--- src/rtl/riscv_pkg.sv ---
// Shared RV32I decode definitions: opcodes, immediate formats, datapath widths.
// Used by id_stage and imm_gen.
package riscv_pkg;

    localparam int XLEN   = 32;
    localparam int REG_AW = 5;

    localparam logic [6:0] OPC_LUI      = 7'b0110111;
    localparam logic [6:0] OPC_AUIPC    = 7'b0010111;
    localparam logic [6:0] OPC_JAL      = 7'b1101111;
    localparam logic [6:0] OPC_JALR     = 7'b1100111;
    localparam logic [6:0] OPC_BRANCH   = 7'b1100011;
    localparam logic [6:0] OPC_LOAD     = 7'b0000011;
    localparam logic [6:0] OPC_STORE    = 7'b0100011;
    localparam logic [6:0] OPC_OP_IMM   = 7'b0010011;
    localparam logic [6:0] OPC_OP       = 7'b0110011;
    localparam logic [6:0] OPC_MISC_MEM = 7'b0001111;
    localparam logic [6:0] OPC_SYSTEM   = 7'b1110011;

    typedef enum logic [2:0] {
        IMM_I,
        IMM_S,
        IMM_B,
        IMM_U,
        IMM_J
    } imm_type_t;

endpackage

--- src/rtl/imm_gen.sv ---
// Immediate generator: builds the sign-extended immediate for the given
// instruction format. Opcode bits are not needed, so only instr[31:7] is taken.
module imm_gen
    import riscv_pkg::*;
(
    input  logic [31:7] instr,
    input  imm_type_t   imm_type,
    output logic [31:0] imm
);

    // Select the bit scatter of the instruction format; B/J bit 0 is always zero
    always_comb begin
        imm = 32'h0;
        case (imm_type)
            IMM_I:   imm = {{20{instr[31]}}, instr[31:20]};
            IMM_S:   imm = {{20{instr[31]}}, instr[31:25], instr[11:7]};
            IMM_B:   imm = {{19{instr[31]}}, instr[31], instr[7], instr[30:25], instr[11:8], 1'b0};
            IMM_U:   imm = {instr[31:12], 12'h000};
            IMM_J:   imm = {{11{instr[31]}}, instr[31], instr[19:12], instr[20], instr[30:21], 1'b0};
            default: imm = 32'h0;
        endcase
    end

endmodule

--- src/rtl/id_stage.sv ---
// RV32I decode stage: register-file addressing, operand capture, immediate and
// control decode, hazard detection and the ID/EX pipeline register.
// Optional feature: define ID_WB_BYPASS_EN to forward write-back data into the
// captured operands instead of stalling on a write-back RAW hazard.
module id_stage
    import riscv_pkg::*;
#(
    parameter int XLEN   = riscv_pkg::XLEN,
    parameter int REG_AW = riscv_pkg::REG_AW
) (
    input  logic              clk,
    input  logic              rst_n,
    input  logic              if_valid,
    output logic              if_ready,
    input  logic [XLEN-1:0]   if_pc,
    input  logic [31:0]       if_instr,
    output logic [REG_AW-1:0] rs1_addr,
    output logic [REG_AW-1:0] rs2_addr,
    input  logic [XLEN-1:0]   rs1_data,
    input  logic [XLEN-1:0]   rs2_data,
    input  logic              ex_is_load,
    input  logic [REG_AW-1:0] ex_rd,
    input  logic              ex_flush,
    input  logic              wb_wen,
    input  logic [REG_AW-1:0] wb_rd,
    input  logic [XLEN-1:0]   wb_data,
    input  logic              ex_ready,
    output logic              id_valid,
    output logic [XLEN-1:0]   id_pc,
    output logic [XLEN-1:0]   id_rs1_val,
    output logic [XLEN-1:0]   id_rs2_val,
    output logic [XLEN-1:0]   id_imm,
    output logic [REG_AW-1:0] id_rd,
    output logic [6:0]        id_opcode,
    output logic [2:0]        id_funct3,
    output logic              id_funct7b5,
    output logic              id_reg_wen,
    output logic              id_is_load,
    output logic              id_is_store,
    output logic              id_is_branch,
    output logic              id_illegal
);

    logic [6:0]        opcode;
    logic [REG_AW-1:0] rd;
    logic              legal;
    logic              uses_rs1;
    logic              uses_rs2;
    imm_type_t         imm_type;
    logic [31:0]       imm;
    logic              load_use;
    logic              wb_hit1;
    logic              wb_hit2;
    logic              wb_hazard;
    logic              stall;
    logic              advance;
    logic              transfer;
    logic              no_rd;
    logic [XLEN-1:0]   rs1_val;
    logic [XLEN-1:0]   rs2_val;

    assign opcode   = if_instr[6:0];
    assign rd       = if_instr[11:7];
    assign rs1_addr = if_instr[19:15];
    assign rs2_addr = if_instr[24:20];

    // Classify the opcode: legality, which sources it reads, immediate format
    always_comb begin
        legal    = 1'b1;
        uses_rs1 = 1'b1;
        uses_rs2 = 1'b0;
        imm_type = IMM_I;
        case (opcode)
            OPC_LUI, OPC_AUIPC: begin
                uses_rs1 = 1'b0;
                imm_type = IMM_U;
            end
            OPC_JAL: begin
                uses_rs1 = 1'b0;
                imm_type = IMM_J;
            end
            OPC_BRANCH: begin
                uses_rs2 = 1'b1;
                imm_type = IMM_B;
            end
            OPC_STORE: begin
                uses_rs2 = 1'b1;
                imm_type = IMM_S;
            end
            OPC_OP: uses_rs2 = 1'b1;
            OPC_JALR, OPC_LOAD, OPC_OP_IMM, OPC_MISC_MEM, OPC_SYSTEM: legal = 1'b1;
            default: legal = 1'b0;
        endcase
    end

    imm_gen u_imm_gen (
        .instr    (if_instr[31:7]),
        .imm_type (imm_type),
        .imm      (imm)
    );

    // x0 never creates a hazard, so every match requires a non-zero register
    assign load_use  = ex_is_load && (ex_rd != '0) &&
                       ((uses_rs1 && (ex_rd == rs1_addr)) || (uses_rs2 && (ex_rd == rs2_addr)));
    assign wb_hit1   = wb_wen && (wb_rd != '0) && (wb_rd == rs1_addr);
    assign wb_hit2   = wb_wen && (wb_rd != '0) && (wb_rd == rs2_addr);
    assign wb_hazard = (uses_rs1 && wb_hit1) || (uses_rs2 && wb_hit2);

`ifdef ID_WB_BYPASS_EN
    // Write-back data is forwarded, so only a load-use can stall
    always_comb begin
        stall   = load_use;
        rs1_val = wb_hit1 ? wb_data : rs1_data;
        rs2_val = wb_hit2 ? wb_data : rs2_data;
    end
`else
    logic unused_wb_data;

    // Without forwarding, wait one cycle for the register file to absorb the write
    always_comb begin
        stall   = load_use || wb_hazard;
        rs1_val = rs1_data;
        rs2_val = rs2_data;
    end

    assign unused_wb_data = ^wb_data;
`endif

    assign advance  = !id_valid || ex_ready;
    assign if_ready = advance && !stall && !ex_flush;
    assign transfer = if_valid && if_ready;
    assign no_rd    = (opcode == OPC_STORE) || (opcode == OPC_BRANCH) || (rd == '0);

    // ID/EX register: flush kills, advance loads or bubbles, otherwise hold
    always_ff @(posedge clk) begin
        if (!rst_n) begin
            id_valid     <= 1'b0;
            id_pc        <= '0;
            id_rs1_val   <= '0;
            id_rs2_val   <= '0;
            id_imm       <= '0;
            id_rd        <= '0;
            id_opcode    <= '0;
            id_funct3    <= '0;
            id_funct7b5  <= 1'b0;
            id_reg_wen   <= 1'b0;
            id_is_load   <= 1'b0;
            id_is_store  <= 1'b0;
            id_is_branch <= 1'b0;
            id_illegal   <= 1'b0;
        end else if (ex_flush) begin
            id_valid <= 1'b0;
        end else if (advance) begin
            id_valid <= transfer;
            if (transfer) begin
                id_pc        <= if_pc;
                id_rs1_val   <= rs1_val;
                id_rs2_val   <= rs2_val;
                id_imm       <= imm;
                id_rd        <= no_rd ? '0 : rd;
                id_opcode    <= opcode;
                id_funct3    <= if_instr[14:12];
                id_funct7b5  <= if_instr[30];
                id_reg_wen   <= legal && !no_rd;
                id_is_load   <= (opcode == OPC_LOAD);
                id_is_store  <= (opcode == OPC_STORE);
                id_is_branch <= (opcode == OPC_BRANCH);
                id_illegal   <= !legal;
            end
        end
    end

endmodule

--- config.mk ---
export PLATFORM = sky130hd
export DESIGN_NAME = id_stage
export DESIGN_NICKNAME = d
export VERILOG_FILES = /design/src/rtl/riscv_pkg.sv /design/src/rtl/imm_gen.sv /design/src/rtl/id_stage.sv
export SDC_FILE = /design/constraint.sdc
export NUM_CORES = 1
export LEC_CHECK = 0
export BUFFER_PORTS_ARGS = -buffer_cell sky130_fd_sc_hd__buf_2
export CAP_MARGIN = 10
export CORE_AREA = 5 5 129 131
export DETAILED_ROUTE_END_ITERATION = 7
export DIE_AREA = 0 0 134 136
export GPL_TIMING_DRIVEN = 0
export MAX_ROUTING_LAYER = met4
export PLACE_DENSITY = 0.77
export SYNTH_ARGS = -nofsm -noshare
export SYNTH_HDL_FRONTEND = slang
export SYNTH_SLANG_ARGS = --single-unit
--- constraint.sdc ---
create_clock -name clk -period 5.3 [get_ports clk]
set_input_delay 0.53 -clock clk [delete_from_list [all_inputs] [get_ports clk]]
set_output_delay 0.53 -clock clk [all_outputs]
set_load 0.005 [all_outputs]
Word-level counts from Yosys, hierarchy flattened:

Cells that the tools add are included.
W data, S select, Z words.

* reduce and logical (&&, ||, !) cells: 34
* equal/unequal tests: 19
* bitwise logic cells: 2
* muxes and demuxes: 6

Operators with widths (number)
* $pmux W32 S5: 1
* $eq A7 B7 Y1 const B: 4
* $eq A7 B6 Y1 const B: 3
* $eq A5 B5 Y1: 4
* $eq A7 B5 Y1 const B: 2
* $logic_and A1 B1 Y1: 13
* $pmux W3 S4: 1
* $reduce_or A11 Y1: 1
* $reduce_bool A5 Y1: 2
* $eq A7 B2 Y1 const B: 1
* $eq A7 B4 Y1 const B: 1
* $eq A3 B2 Y1 const B: 2
* $logic_or A1 B1 Y1: 6
* $reduce_or A3 Y1: 2
* $logic_not A1 Y1: 5
* $logic_not A5 Y1: 1
* $mux W5: 1
* $reduce_or A2 Y1: 2
* $eq A3 B1 Y1 const B: 1
* $eq A3 B3 Y1 const B: 1
* $logic_not A3 Y1: 1
* $mux W1: 3
* $reduce_and A3 Y1: 1
* $not A1 Y1: 2

* word-level logic and storage cells: 75
* output and inout bits: 161
* input port bits: 177
* flip-flop bits (word level): 150

Longest topological paths before layout:

Gate-level depths: netlist of the first run.

* depth in word-level cells: 12
* depth in mapped cells: 9
* depth with buffers taken out: 6

Modules after synthesis:

A second synthesis of the first run with hierarchy kept.

* cell total of the unflattened synthesis: 857
* area, all modules: 6836.6 sq um

Modules (own cells, without submodules)
* id_stage: times used 1, cells each 763, area each 6296.0 sq um, sequential area each 3002.9 sq um
* imm_gen: times used 1, cells each 94, area each 540.5 sq um, sequential area each 0.0 sq um

Worst setup path before layout of the first run:

OpenSTA, ideal clock, no wires.

* path kind: input-to-output
* start point: input ex_rd[1]
* end point: output if_ready
* cell stages on the path: 7
* buffers on the path: 2
* arrival time: 2131 ps
* path slack: 2639 ps
* path through: or4_1 -> o21ai_2 -> or4_1 -> o311a_1 -> buf_4 -> buf_2 -> and3_1

* longest elaborated chain between the ends: 8

Ends and longest elaborated chain
* start: declaration: line id_stage.sv:22 `input logic [REG_AW-1:0] ex_rd,`
* $eq A5 B5 Y1: line id_stage.sv:104 `((uses_rs1 && (ex_rd == rs1_addr)) || (uses_rs2 && (ex_rd == rs2_addr)));`
* $logic_and A1 B1 Y1: line id_stage.sv:104
* $logic_or A1 B1 Y1: line id_stage.sv:104
* $logic_and A1 B1 Y1 *: line id_stage.sv:103 `assign load_use = ex_is_load && (ex_rd != '0) &&`
* $logic_or A1 B1 Y1 *: line id_stage.sv:121 `stall = load_use || wb_hazard;`
* $logic_not A1 Y1 *: line id_stage.sv:130 `assign if_ready = advance && !stall && !ex_flush;`
* $logic_and A1 B1 Y1 * (2 in a row): line id_stage.sv:130
* end: declaration: line id_stage.sv:14 `output logic if_ready,`

Mark *: on every way between the ends. The rest lies on a longest branch, timed or not.

Worst setup path after layout of the first run:

* start point: input if_instr[6]
* end point: output if_ready

* longest elaborated chain between the ends: 10

Ends and longest elaborated chain
* start: declaration: line id_stage.sv:16 `input logic [31:0] if_instr,`
* $eq A7 B7 Y1 (tied with other cells): line id_stage.sv:73 `case (opcode)`
* $reduce_or A3 Y1 (no source line)
* $mux W1: line id_stage.sv:73
* $logic_and A1 B1 Y1: line id_stage.sv:104
* $logic_or A1 B1 Y1: line id_stage.sv:104
* $logic_and A1 B1 Y1: line id_stage.sv:103
* $logic_or A1 B1 Y1 *: line id_stage.sv:121
* $logic_not A1 Y1 *: line id_stage.sv:130
* $logic_and A1 B1 Y1 * (2 in a row): line id_stage.sv:130

Marks and branches as above.

==> results.py, run 1 <==
metrics = {
    "worst_setup_path": {
        "cp.arrival_ps": 2690,
        "critPathSlowestCell": "o311a_1",
        "critical_path.startpoint_type": "primary input",
        "endpoint_kind": "output pin",
        "worst_path_most_repeated_cell": "buf_2",
        "setup.worst_path.class": "in -> out",
        "worst_ep_required_time_ps": 4770,
        "worstPathCellList": "buf_2 -> buf_2 -> and2_1 -> nand4_1 -> nand2_1 -> o311a_1 -> buf_4 -> buf_2 -> and3_1 -> buf_2",
        "critical_path.max_fanout": 10,
        "crit_path_max_incr_delay_ps": 480,
    },
    "synth": {
        "postSynthNetCount": 952,
        "yosys.area_share.simple_pct": 15.0,
        "xor_xnor_share_of_the_synthesized_area_pct": 2.74,
        "synthesis.yosys.warnings": 0,
        "yosys_most_used_dff": "dfxtp_1",
        "synth_sequential_area_ratio_pct": 47.0,
        "syn-cell-area_sq_um": 6380,
        "synth_top_cell_by_area": "dfxtp_1",
        "synth.lib_cells_used.distinct": 45,
        "postSynthCellCount": 775,
        "synth-async-reset-ratio_pct": 0,
        "synth_compound_gate_area_share_pct": 27.7,
        "synthTopCellsByArea": "dfxtp_1 (47%), a21oi_1 (12%), nand3_1 (9.4%)",
        "post-synth-top-area-fraction_pct": 47.0,
        "synth_top_family_by_area": "compound AO/OA/AOI/OAI gates",
        "synth_fa_ha_area_share_pct": 0,
        "synth_enable_flop_cells": 0,
        "syn_area_per_cell_sq_um": 8.24,
        "synth.area.mux_share_pct": 0.314,
        "yosys_register_bits": 150,
    },
    "power": {
        "total_power_mw": 2.81,
        "total_leakage_power_nw": 3.81,
        "power_per_cell_area_nw_per_um2": 322,
        "power.ir.vdd_worst_v": 0.000215,
    },
    "route": {
        "remaining_drc_errors": 2,
        "drtAntennaViolNets": 0,
        "totalWireLength_um": 24000,
        "count_of_vias_placed_by_the_detailed_router": 7246,
        "post_drt_via_cell_ratio": 5.56,
        "drt-pass1-iter-count": 8,
        "avgRoutedWirePerCell_um": 18.4,
        "drt_iter0_markers": 543,
    },
    "timing": {
        "final.setup_skew_ps": 13.4,
        "setup-violations-final": 0,
        "upper_clock_frequency_limit_ghz": 0.311,
        "timing_worst_slew_pin_value_ps": 742,
        "period_minus_ws_final_ps": 3220,
        "rsz0062_at_grt": "no",
        "drv_slew": 0,
        "hold_slack_ps": 289,
        "layout_worst_path_cycle_share_pct": 60.7,
        "timing.final.ws_setup_ps": 2080,
        "finalSetupTns_ps": 0,
        "slew_headroom_pct": 50.6,
        "finalHoldViolCount": 0,
    },
    "place": {
        "place_area_sq_um": 8140,
        "number_of_placed_instances_with_taps_included": 1271,
        "finalWeightedCongestion": 0.852,
        "buffer_ports.inserted": 304,
        "post-dp-hpwl_um": 18000,
        "detailedPlace.worstSlack_ps": 2050,
    },
    "status": {
        "failing_checks": "design-rule violations",
        "run_status": "finished with violations",
    },
    "floorplan": {
        "io-pin-count": 338,
        "core.rowCount": 46,
        "floorplan.core_area_sq_um": 15500,
        "die_area_sq_um": 18200,
        "die-width_um": 134,
        "die_height_um": 136,
        "initial_core_util_pct": 41.2,
    },
    "final_layout": {
        "postLayoutCellArea_sq_um": 8750,
        "area.growth.synth_to_final_pct": 37.0,
        "finalNonFillerCells": 1304,
        "layout-drive-gt1-share_pct": 34.9,
        "final_core_utilization_pct": 56.5,
        "num-nets-final": 1275,
    },
    "cts": {
        "holdBufCountCts": 0,
        "cts_tree": "built",
        "clkSlewWorstSetupHoldPaths_ps": 60,
        "clock_sinks": 150,
        "clockRootBuffer": "clkbuf_16",
        "htreeDepth": 4,
        "worst_skew_pair.late_latency_ps": 430,
        "post_cts_resized": 0,
        "cts_max_path_buffers": 2,
        "cts_buffer_count": 17,
        "post-cts-setup-buffers": 0,
    },
    "flow_run": {
        "maxCapViolations": 0,
    },
    "global_route": {
        "first_pass_grt_wire_length_um": 36300,
        "vias_in_the_first_global_route": 6911,
        "grt_start_max_net_pins": 17,
        "global_route.overflow_total": 0,
        "grt_antenna_before_repair": 1,
        "groute.usage.overall_pct": 25.9,
    },
    "min_path": {
        "min_path_type": "in -> reg",
    },
}
## Yosys cell counts (3+ instances only)
| cell | count |
|---|---|
| a211oi_1 | 14 |
| a21oi_1 | 155 |
| a311oi_1 | 10 |
| a31oi_1 | 3 |
| and2_1 | 4 |
| buf_1 | 4 |
| buf_2 | 32 |
| buf_4 | 11 |
| clkbuf_1 | 44 |
| dfxtp_1 | 150 |
| inv_1 | 6 |
| nand2_1 | 21 |
| nand3_1 | 120 |
| nand4_1 | 13 |
| nor2_1 | 5 |
| nor3_1 | 4 |
| o211ai_1 | 4 |
| o21ai_0 | 62 |
| o21ai_1 | 61 |
| or4_1 | 3 |
| xnor2_1 | 15 |
| xor2_1 | 5 |
## placed cells by master, fill, tap and decap left out, drive strengths merged, types with 2 or more instances in the layout
| cell type | count |
|---|---|
| buf | 352 |
| a21oi | 155 |
| dfxtp | 150 |
| o21ai | 124 |
| nand3 | 120 |
| clkbuf | 64 |
| nand2 | 21 |
| xnor2 | 15 |
| a211oi | 15 |
| nand4 | 13 |
| a311oi | 10 |
| inv | 10 |
| nor2 | 6 |
| xor2 | 5 |
| nor3 | 5 |
| and2 | 4 |
| o211ai | 4 |
| clkinvlp | 4 |
| or4 | 4 |
| a31oi | 3 |
| nor2b | 2 |
| mux2i | 2 |
| o31ai | 2 |
| nor3b | 2 |
| nand2b | 2 |
| o41ai | 2 |
| clkinv | 2 |
| bufinv | 2 |
## final timing paths
check               from              to  slack (ps)  cells after the start
max          if_instr[6]        if_ready        2080                     10
min             ex_flush        id_valid         290                      2
min reg2reg   id_is_load      id_is_load         460                      2
max reg2reg     id_valid  id_rs2_val[26]        3120                      8
## critical path: cells and delay by family
family / cells / cell delay [ps]
AND/OR/NAND/NOR: 4 / 850
buffers and inverters: 5 / 810
AO/OA/AOI/OAI: 1 / 480
## layout make-up
class	instances	area [sq um]
Multi-Input combinational cell	527	2920
Inverter	6	22.5
Tap cell	192	240
Buffer	92	434
Timing Repair Buffer	304	1520
Clock inverter	12	143
Antenna cell	1	2.50
Fill cell	1465	6740
Clock buffer	20	457
Sequential cell	150	3000
## metal layers
metal / wire [um] / vias to the layer above / share of wire [%] / global-route usage (%)
met5: 0 / - / 0 / -
met4: 505 / 0 / 2.1 / 7.83
met3: 2330 / 33 / 9.7 / 7.55
met2: 11600 / 356 / 48 / 42.7
met1: 9560 / 3391 / 40 / 30.8
li1: - / 3466 / - / -
## cells by family (layout without fill, tap and decap cells)
kind of cell / count (synthesis) / count (layout)
and+or+nand+nor: 184 / 184
other: 0 / 1
buffers and inverters: 98 / 434
AOI/OAI and AO/OA: 321 / 321
muxes: 2 / 2
xor gates and xnor gates: 20 / 20
DFF: 150 / 150
## registers in the layout (all words and copies together), names as in the netlist
signal        cells
id_rs1_val       32
id_reg_wen        1
id_is_branch      1
id_is_store       1
id_imm           32
id_illegal        1
id_funct3         3
id_opcode         7
id_rs2_val       32
id_rd             5
id_valid          1
id_funct7b5       1
id_is_load        1
id_pc            32
## power breakdown
| part | switching, mW | internal (mW) |
|---|---|---|
| Combinational | 0.212 | 0.160 |
| Sequential | 0.0278 | 1.19 |
| Clock | 0.502 | 0.725 |
| Total | 0.742 | 2.07 |
Note: power is estimated with default switching activity, not from simulation.
==> inputs of run 2 (changes only) <==
ABC_AREA = 1   (was not set)
CORE_AREA = not set   (was 5 5 129 131)
CORE_MARGIN = 5   (was not set)
CORE_UTILIZATION = 45   (was not set)
DIE_AREA = not set   (was 0 0 134 136)
PLACE_DENSITY = 0.8   (was 0.77)
clock period = 3.4 ns   (was 5.3 ns; I/O delays follow)
==> results.py, run 2 <==
metrics = {
    "global_route": {
        "grt_antenna_before_repair": 0,
        "vias_in_the_first_global_route": 7138,
        "grt_start_max_net_pins": 17,
        "groute.usage.overall_pct": 24.3,
        "global_route.overflow_total": 0,
        "first_pass_grt_wire_length_um": 34900,
    },
    "timing": {
        "finalSetupTns_ps": 0,
        "slew_headroom_pct": 54.7,
        "drv_slew": 0,
        "setup-violations-final": 0,
        "timing_worst_slew_pin_value_ps": 680,
        "upper_clock_frequency_limit_ghz": 0.420,
        "finalHoldViolCount": 0,
        "final.setup_skew_ps": 11.4,
        "rsz0062_at_grt": "no",
        "layout_worst_path_cycle_share_pct": 70.0,
        "period_minus_ws_final_ps": 2380,
    },
    "route": {
        "avgRoutedWirePerCell_um": 13.4,
        "totalWireLength_um": 22500,
        "post_drt_via_cell_ratio": 4.54,
        "count_of_vias_placed_by_the_detailed_router": 7636,
        "drt_iter0_markers": 485,
        "remaining_drc_errors": 0,
        "drt-pass1-iter-count": 5,
        "drtAntennaViolNets": 0,
    },
    "synth": {
        "yosys_register_bits": 150,
        "yosysMostFrequentCell": "nand2_1",
        "synth_enable_flop_cells": 0,
        "postSynthCellCount": 1132,
        "yosys_most_used_dff": "dfxtp_1",
        "post-synth-top-area-fraction_pct": 42.0,
        "synth-async-reset-ratio_pct": 0,
        "ys_top_cells_by_count": "nand2_1 (360), nor2_1 (250), inv_1 (158)",
        "postSynthNetCount": 1309,
        "synth.lib_cells_used.distinct": 24,
        "syn-cell-area_sq_um": 7150,
        "synth_sequential_area_ratio_pct": 42.0,
        "synthesis.yosys.warnings": 0,
        "synthTopCellsByArea": "dfxtp_1 (42%), nand2_1 (19%), nor2_1 (13%)",
        "synth_top_cell_by_area": "dfxtp_1",
        "syn_area_per_cell_sq_um": 6.31,
    },
    "worst_setup_path": {
        "setup.worst_path.class": "reg -> out",
        "cp.arrival_ps": 2040,
        "worstPathCellList": "a21oi_1 -> nand2_1 -> nor2_4 -> clkbuf_1 -> and2_1 -> buf_2",
        "critical_path.max_fanout": 10,
        "crit_path_max_incr_delay_ps": 370,
        "worst-r2r-setup-slack_ps": 1440,
        "worst_ep_required_time_ps": 3060,
        "critical_path.top_delay_family": "simple AND/OR/NAND/NOR gates",
        "critical_path.startpoint_type": "flop",
        "critical_path.reg2reg.startpoint": "id_valid",
        "critPathSlowestCell": "clkbuf_1",
        "setup.worst_path.start": "id_valid",
        "endpoint_kind": "output pin",
        "worstRegToRegCells": 8,
        "reg2reg_to": "id_rs2_val[15]",
        "critical_path.n_buffers_inverters": 2,
    },
    "final_layout": {
        "antenna_cells_inserted": 0,
        "area.sequential_sq_um": 3000,
        "layout.filler_cells": 1554,
        "layout-drive-gt1-share_pct": 26.3,
        "num-nets-final": 1632,
        "final_core_utilization_pct": 60.5,
        "multiInputGateArea_sq_um": 3130,
        "area.growth.synth_to_final_pct": 33.0,
        "layout.cells.most_common": "nand2_1",
        "layout_common_cells": "nand2_1 (360), buf_2 (319), nor2_1 (250), inv_1 (158), dfxtp_1 (150)",
    },
    "cts": {
        "clock_sinks": 150,
        "holdBufCountCts": 0,
        "cts_buffer_count": 17,
        "clockRootBuffer": "clkbuf_16",
        "clkSlewWorstSetupHoldPaths_ps": 60,
        "worst_skew_pair.late_latency_ps": 420,
        "post_cts_resized": 0,
        "cts_tree": "built",
        "post-cts-setup-buffers": 0,
        "htreeDepth": 4,
        "cts_max_path_buffers": 2,
    },
    "status": {
        "run_status": "finished clean",
    },
    "flow_run": {
        "maxCapViolations": 0,
    },
    "power": {
        "power_frac_clock_pct": 40.8,
        "total_leakage_power_nw": 5.49,
        "p_switching_mw": 1.22,
        "power_per_cell_area_nw_per_um2": 471,
        "power.ir.vdd_worst_v": 0.000325,
        "sequentialPowerShare_pct": 43.2,
        "p_int_mw": 3.26,
        "total_power_mw": 4.48,
        "switching_part_of_the_total_power_pct": 27.2,
        "power_frac_comb_pct": 16.0,
    },
    "min_path": {
        "timing.hold.worst_path_depth": 2,
        "min-delay-start": "ex_flush",
        "min_path_type": "in -> reg",
        "min_delay_endpoint": "id_valid",
    },
    "place": {
        "post-dp-hpwl_um": 17500,
        "buffer_ports.inserted": 304,
        "finalWeightedCongestion": 0.927,
    },
    "floorplan": {
        "core.rowCount": 46,
        "initial_core_util_pct": 45.5,
        "die-width_um": 136,
        "die_area_sq_um": 18500,
        "floorplan.core_area_sq_um": 15700,
        "io-pin-count": 338,
        "die_height_um": 136,
    },
}
[run 2: cell type report]
type / instances / area share, %
Buffer: 70 / 4.27
Clock buffer: 20 / 4.59
Clock inverter: 11 / 1.34
Inverter: 162 / 6.40
Multi-Input combinational cell: 750 / 33.0
Sequential cell: 150 / 31.6
Tap cell: 216 / 2.84
Timing Repair Buffer: 304 / 16.0
[run 2: stage by stage]
stage,hold slack (ps),instances,setup slack (ps),area (sq um)
floorplan,412,1132,1590,7150
global placement,447,1652,1100,8940
detailed placement,451,1652,1060,8940
CTS,79.6,1683,953,9500
global route,88.0,1683,826,9500
finish,99.2,1683,1020,9500
[run 2: worst max-delay path by stage]
stage                                 to  slack (ps)  cells past startpoint
after floorplan                 if_ready        1590                     10
after global placement          id_rd[1]        1100                     13
after detailed placement  id_rs2_val[15]        1060                     12
after CTS                       if_ready         950                      6
after global routing            if_ready         830                      6
final                           if_ready        1020                      6
[run 2: worst register-to-register path, cell delays in order (launching register included)]
cell and delay [ps]:
dfxtp_1 320, a21oi_1 270, nand2_1 140, nor2_4 240
nand3_2 190, buf_4 240, buf_2 200, nor2_1 180
nor2_1 70
[run 2: kinds of logic after synthesis]
group,count (synthesis),synth area share (%)
buffers and inverters,232,14.2
AO/OA/AOI/OAI,54,3.85
AND/OR/NAND/NOR,686,38.7
XOR/XNOR,10,1.23
flip-flops,150,42.0
[run 2: layer usage]
| metal | vias to the layer above | global-route usage [%] | wire length [um] |
|---|---|---|---|
| met2 | 282 | 41.3 | 10900 |
| met1 | 3300 | 28.5 | 9350 |
| met3 | 40 | 5.85 | 1810 |
| li1 | 4014 | - | - |
| met4 | 0 | 7.45 | 469 |
| met5 | - | - | 0 |
[run 2: power by group through the flow]
stage               clock [mW]  sequential (mW)  combinational, mW
global route              1.94             1.95              0.819
floorplan                    0             1.98              0.375
global placement             0             1.97              0.708
detailed placement           0             1.97              0.720
finish                    1.83             1.94              0.719
CTS                       1.86             1.93              0.725
==> inputs of run 3 (changes only) <==
ABC_AREA = 0   (was 1)
CORE_AREA = 5 5 129 131   (was not set)
CORE_MARGIN = not set   (was 5)
CORE_UTILIZATION = not set   (was 45)
DIE_AREA = 0 0 134 136   (was not set)
PLACE_DENSITY = 0.77   (was 0.8)
clock period = 2.5 ns   (was 3.4 ns; I/O delays follow)
==> results.py, run 3 (synthesized netlist as in run 1, its figures left out) <==
metrics = {
    "place": {
        "post-dp-hpwl_um": 18000,
        "finalWeightedCongestion": 0.852,
        "buffer_ports.inserted": 304,
    },
    "power": {
        "power_per_cell_area_nw_per_um2": 682,
        "power_frac_clock_pct": 43.7,
        "switching_part_of_the_total_power_pct": 26.5,
        "p_switching_mw": 1.58,
        "total_power_mw": 5.98,
        "power.ir.vdd_worst_v": 0.000457,
        "sequentialPowerShare_pct": 43.1,
        "power_frac_comb_pct": 13.2,
        "p_int_mw": 4.39,
        "total_leakage_power_nw": 3.82,
    },
    "worst_setup_path": {
        "setup.worst_path.class": "in -> out",
        "endpoint_kind": "output pin",
        "worst-r2r-setup-slack_ps": 340,
        "critical_path.max_fanout": 19,
        "critical_path.startpoint_type": "primary input",
        "cp.arrival_ps": 2130,
        "worst_ep_required_time_ps": 2250,
    },
    "cts": {
        "clkSlewWorstSetupHoldPaths_ps": 60,
        "cts_buffer_count": 17,
        "clock_sinks": 150,
        "clockRootBuffer": "clkbuf_16",
        "worst_skew_pair.late_latency_ps": 430,
        "cts_tree": "built",
        "htreeDepth": 4,
        "cts_max_path_buffers": 2,
    },
    "floorplan": {
        "core.rowCount": 46,
        "io-pin-count": 338,
        "initial_core_util_pct": 41.2,
        "floorplan.core_area_sq_um": 15500,
        "die-width_um": 134,
        "die_area_sq_um": 18200,
        "die_height_um": 136,
    },
    "timing": {
        "finalHoldViolCount": 0,
        "rsz0062_at_grt": "no",
        "upper_clock_frequency_limit_ghz": 0.421,
        "period_minus_ws_final_ps": 2380,
        "hold_slack_ps": 64.5,
        "timing_worst_slew_pin_value_ps": 748,
        "final.setup_skew_ps": 14.3,
        "setup-violations-final": 0,
        "finalSetupTns_ps": 0,
        "slew_headroom_pct": 50.2,
        "layout_worst_path_cycle_share_pct": 95.1,
        "drv_slew": 0,
    },
    "route": {
        "drtAntennaViolNets": 0,
        "count_of_vias_placed_by_the_detailed_router": 7238,
        "totalWireLength_um": 23900,
        "drt_iter0_markers": 505,
        "post_drt_via_cell_ratio": 5.55,
        "drt-pass1-iter-count": 7,
        "remaining_drc_errors": 0,
        "avgRoutedWirePerCell_um": 18.3,
    },
    "global_route": {
        "grt_start_max_net_pins": 20,
        "grt_antenna_before_repair": 1,
        "groute.usage.overall_pct": 25.8,
        "global_route.overflow_total": 0,
        "first_pass_grt_wire_length_um": 36200,
        "vias_in_the_first_global_route": 6912,
    },
    "flow_run": {
        "maxCapViolations": 0,
    },
    "final_layout": {
        "num-nets-final": 1276,
        "layout-drive-gt1-share_pct": 35.0,
        "layout.cells.most_common": "buf_2",
        "area.growth.synth_to_final_pct": 37.3,
        "layout_common_cells": "buf_2 (335), a21oi_1 (155), dfxtp_1 (150), nand3_1 (120), o21ai_0 (62)",
    },
    "min_path": {
        "min_path_type": "in -> reg",
    },
    "status": {
        "run_status": "finished clean",
    },
}
-- run 3: repair_timing --
action                                  CTS  global route
hold buffers                              1             0
setup buffers                             1             0
endpoints found under the setup margin    1             0
endpoints found under the hold margin     1             0
gates resized for setup                   1             0
-- run 3: final timing paths --
path	startpoint	endpoint	cells past startpoint
max	if_instr[3]	if_ready	8
min	rs2_data[10]	id_rs2_val[10]	3
max reg2reg	id_valid	id_rs2_val[18]	8
min reg2reg	id_is_load	id_is_load	2
-- run 3: metrics by stage --
stage	area [sq um]	setup slack (ps)	instances	util, %
final	8760	123	1305	56.6
after global routing	8760	7.00	1305	56.6
after CTS	8760	111	1304	56.6
after detailed placement	8140	-421	1271	52.6
after global placement	8140	-374	1271	52.6
after floorplan	6380	376	775	-
-- run 3: metal layers --
layer	vias to the layer above	GRT usage [%]	routed length [um]
met1	3416	30.8	9580
met4	0	7.54	439
li1	3465	-	-
met2	326	42.8	11600
met3	31	7.44	2260
met5	-	-	0
-- run 3: critical path: stages --
cell	delay, ps
buf_2	160
and4bb_2	310
nand3_1	120
or4_4	560
o311a_1	160
buf_4	220
and3_1	200
buf_2	130
-- run 3: layout make-up --
class,count,area [sq um]
Multi-Input combinational cell,527,2930
Fill cell,1469,6720
Buffer,91,429
Tap cell,192,240
Clock inverter,12,143
Timing Repair Buffer,306,1540
Clock buffer,20,457
Inverter,6,22.5
Sequential cell,150,3000
Antenna cell,1,2.50
-- run 3: power groups by stage --
| stage | registers, mW | clock network (mW) | logic (mW) |
|---|---|---|---|
| 6_report | 2.57 | 2.61 | 0.789 |
| 3_3_place_gp | 2.62 | 0 | 0.776 |
| 5_1_grt | 2.59 | 2.75 | 0.868 |
| 2_1_floorplan | 2.64 | 0 | 0.367 |
| 3_5_place_dp | 2.63 | 0 | 0.786 |
| 4_1_cts | 2.57 | 2.64 | 0.792 |
